## src/rtl/decoder38_strobe.sv

```systemverilog
// 3-to-8 strobe decoder: accepts a code/length request, drives a one-hot
// strobe for len+1 cycles, pulses done, then idles for GAP cycles.
module decoder38_strobe #(
  parameter int unsigned GAP = 1
) (
  input  logic       clk,
  input  logic       rst_n,
  input  logic       in_valid,
  output logic       in_ready,
  input  logic [2:0] in_code,
  input  logic [3:0] in_len,
  output logic [7:0] y,
  output logic       busy,
  output logic       done
);

  localparam int unsigned Y_W   = 8;
  localparam int unsigned CNT_W = 4;
  localparam logic [CNT_W-1:0] GAP_LOAD = (GAP != 0) ? CNT_W'(GAP - 1) : '0;

  typedef enum logic [1:0] {
    S_IDLE,
    S_DRIVE,
    S_GAP
  } state_e;

  state_e           state_q, state_d;
  logic [CNT_W-1:0] cnt_q, cnt_d;
  logic [Y_W-1:0]   y_q, y_d;
  logic             done_q, done_d;

  // State register; the down-counter is shared by DRIVE and GAP
  always_ff @(posedge clk or negedge rst_n) begin
    if (!rst_n) begin
      state_q <= S_IDLE;
      cnt_q   <= '0;
      y_q     <= '0;
      done_q  <= 1'b0;
    end else begin
      state_q <= state_d;
      cnt_q   <= cnt_d;
      y_q     <= y_d;
      done_q  <= done_d;
    end
  end

  // Next-state and registered-output logic
  always_comb begin
    state_d = state_q;
    cnt_d   = cnt_q;
    y_d     = y_q;
    done_d  = 1'b0;
    unique case (state_q)
      S_IDLE: begin
        if (in_valid) begin
          state_d = S_DRIVE;
          cnt_d   = in_len;
          y_d     = Y_W'(1) << in_code;
        end
      end
      S_DRIVE: begin
        if (cnt_q == '0) begin
          y_d    = '0;
          done_d = 1'b1;
          if (GAP != 0) begin
            state_d = S_GAP;
            cnt_d   = GAP_LOAD;
          end else begin
            state_d = S_IDLE;
          end
        end else begin
          cnt_d = cnt_q - CNT_W'(1);
        end
      end
      S_GAP: begin
        if (cnt_q == '0) begin
          state_d = S_IDLE;
        end else begin
          cnt_d = cnt_q - CNT_W'(1);
        end
      end
      default: begin
        state_d = S_IDLE;
        cnt_d   = '0;
        y_d     = '0;
      end
    endcase
  end

  // Handshake and status are pure decodes of the state register
  assign in_ready = (state_q == S_IDLE);
  assign busy     = (state_q != S_IDLE);
  assign y        = y_q;
  assign done     = done_q;

endmodule

```

## config.mk

```make
export PLATFORM = sky130hd
export DESIGN_NAME = decoder38_strobe
export DESIGN_NICKNAME = d
export VERILOG_FILES = /design/src/rtl/decoder38_strobe.sv
export SDC_FILE = /design/constraint.sdc
export NUM_CORES = 1
export LEC_CHECK = 0
export BUFFER_PORTS_ARGS = -buffer_cell sky130_fd_sc_hd__buf_2
export CORE_MARGIN = 4
export CORE_UTILIZATION = 50
export DETAILED_ROUTE_END_ITERATION = 10
export PLACE_DENSITY = 0.75
export SYNTH_ARGS = -nofsm -noshare
export SYNTH_HDL_FRONTEND = slang
export SYNTH_SLANG_ARGS = --single-unit
```

## constraint.sdc

```tcl
create_clock -name clk -period 2.3 [get_ports clk]
set_input_delay 0.23 -clock clk [delete_from_list [all_inputs] [get_ports clk]]
set_output_delay 0.23 -clock clk [all_outputs]
set_load 0.03 [all_outputs]
```

==> impl_metrics.yaml <==
routing:
  detail_route.iter0.violations: 25
  ant_nets: 0
  wl_um: 1590
  firstDrtPassIters: 4
  drc_errors: 0
  viasPerCell: 5.61
  avgRoutedWirePerCell_um: 13.7
  vias: 651
synth:
  synth_seq_cells: 15
  synthCells: 77
  yosysUniqueCellTypes: 27
  synth_area_um2: 788
  synth-edff-count: 0
  synth_seq_area_share_pct: 47.6
  synth_ff_type: "dfrtp_1"
  synth_nets: 88
  synth_warnings: 0
  async_reset_ff_share_pct: 100
  synth_area_per_cell_um2: 10.2
power_and_ir_drop:
  peakVddDrop_uv: 847
  powerDensity_nw_per_um2: 1300
  power.leakage_nw: 0.467
floorplan:
  initial_core_util_pct: 52.3
  dieArea_um2: 2280
  coreArea_um2: 1510
  die_x_um: 47.7
  die_h_um: 47.7
  fp-row-count: 14
  boundaryPins: 21
final_layout:
  syn_to_final_growth_pct: 18.6
  layout_commonest_cell: "buf_2"
  layout_common_cells: "20 x buf_2, 15 x dfrtp_1, 9 x nor2_1"
  final_nets: 112
  insertedDiodeCount: 0
  drive_above_1_share_pct: 28.0
  n_fill_cell: 130
  stdcell_area_um2: 935
critical_path:
  startpoint_type: "register"
  r2r_slack_ns: 0.56
  cp.arrival_ns: 1.91
  crit_type: "register to register"
  path_cells: "inv_1 -> ha_1 -> or3b_4 -> nand2b_2 -> o21ai_2 -> a22o_1"
  cp_max_fo: 8
  critPathCaptureType: "register"
  critPathMaxStageDelay_ns: 0.43
  critPathRequiredTime_ns: 2.47
  slowest_stage: "dfrtp_1"
grt:
  grt_antenna_before_repair: 0
  grt_pass1_wl_um: 2570
  grt_pass1_vias: 593
  overflow: 0
  grt_max_degree: 16
  grtUsageTotal_pct: 16.4
timing:
  fin_crit_sh_pct: 75.7
  min_period_ns: 1.74
  tightest_slew_ns: 0.430
  fin_setup_tns_ns: 0
  rsz0062_at_grt: "no"
  slew_headroom_pct: 71.4
  setup_viol: 0
  fin_worst_skew_ns: 0.00359
  final_hold_viol_count: 0
  slew_viol_final: 0
  fmax_mhz: 574
cts:
  cts_tree: "built"
  numCtsBuffers: 3
  cts_resized: 0
  clockBufferDepth: 2
  clock_sinks: 15
  h-tree-depth: 1
  clk_pin_slew_ns: 0.07
  clock-root-buffer: "clkbuf_4"
  clk-insertion-delay-late_ns: 0.28
min_path:
  hp-class: "primary input to register"
place:
  place_congestion: 0.896
  post_dp_cell_area_um2: 898
  numPortBuffers: 20
  dpl.hpwl_um: 1240
run_status:
  status: "finished, final reports clean"
flow_run:
  maxCapViolations: 0
==> report_power, final <==
| part | internal, W | leakage [nW] | switching, W |
|---|---|---|---|
| clock | 0.0000673 | 0.0150 | 0.0000740 |
| sequential | 0.000340 | 0.199 | 0.0000997 |
| combinational | 0.000260 | 0.253 | 0.000376 |
| total | 0.000667 | 0.467 | 0.000550 |
==> state kept, by name, summed over array words and instances (netlist names) <==
| register | count |
|---|---|
| y | 8 |
| done | 1 |
| cnt_q | 4 |
| state_q | 2 |
==> routing by layer <==
| layer | share of wire, % | track usage [%] |
|---|---|---|
| met1 | 46 | 19.1 |
| met2 | 45 | 26.9 |
| met3 | 7.6 | 5.64 |
| met4 | 1.3 | 7.53 |
| met5 | 0 | 0 |
==> per-stage QoR <==
| step | utilization [%] | cells | worst slack, ns | hold slack (ns) | total power (W) |
|---|---|---|---|---|---|
| 6_report | 62.0 | 116 | 0.558 | 0.256 | 0.00122 |
| 5_1_grt | 62.0 | 116 | 0.461 | 0.276 | 0.00132 |
| 4_1_cts | 62.0 | 116 | 0.562 | 0.255 | 0.00122 |
| 3_5_place_dp | 59.6 | 111 | 0.577 | 0.142 | 0.00108 |
| 3_3_place_gp | 59.6 | 111 | 0.610 | 0.145 | 0.00106 |
| 2_1_floorplan | - | 77 | 0.682 | -0.0656 | 0.000934 |
==> cells in the mapped netlist (all sizes together), types with 2 or more instances <==
master  instances  share of area, %
o22ai           2               1.6
nor3            2               1.3
buf             2               1.3
mux2i           2               2.5
nor2            9               4.3
xnor2           2               2.2
a32o            3               3.8
inv             6               2.9
a21oi           4               2.5
o21bai          2               1.9
nor2b           3               2.4
nand2b          5               4.3
o21ai           4               3.0
a22o            6               6.7
dfrtp          15                48
==> final cells by class <==
| type | count | area (um^2) | area share [%] |
|---|---|---|---|
| Tap cell | 16 | 20.0 | 2.14 |
| Sequential cell | 15 | 375 | 40.2 |
| Multi-Input combinational cell | 54 | 380 | 40.7 |
| Clock buffer | 4 | 26.3 | 2.81 |
| Inverter | 6 | 22.5 | 2.41 |
| Timing Repair Buffer | 21 | 110 | 11.8 |
==> worst max-delay path: cells and delay by family, from the launching register on <==
kind,cells,cell delay (ns)
and+or+nand+nor,2,0.53
AOI/OAI and AO/OA,2,0.40
buffers and inverters,1,0.07
adders and majority gates,1,0.21
DFF,1,0.43
==> cell families (layout without fill, tap and decap cells) <==
| group | after synthesis | in the layout | share of synthesized area, % |
|---|---|---|---|
| AO/OA/AOI/OAI | 26 | 26 | 25.4 |
| buffers and inverters | 8 | 31 | 4.13 |
| adder cells (fa/ha/maj) | 1 | 1 | 1.59 |
| XOR/XNOR | 2 | 2 | 2.22 |
| flip-flops | 15 | 15 | 47.6 |
| AND/OR/NAND/NOR | 23 | 23 | 16.5 |
| multiplexers | 2 | 2 | 2.54 |
==> final timing paths <==
path	startpoint	to	cells past startpoint
worst min register to register	y[3]	y[3]	1
max in group asynchronous	rst_n	cnt_q[0]	2
worst max register to register	cnt_q[0]	y[0]	6
worst min-delay path	in_code[0]	y[3]	2
min in group asynchronous	rst_n	y[4]	2
worst max-delay path	cnt_q[0]	y[0]	6
==> timing repair <==
| item | in CTS | in global routing |
|---|---|---|
| endpoints found under the hold margin | 15 | 0 |
| buffers inserted | 0 | 0 |
| hold buffers | 1 | 0 |
(Power assumes the default switching activity.)
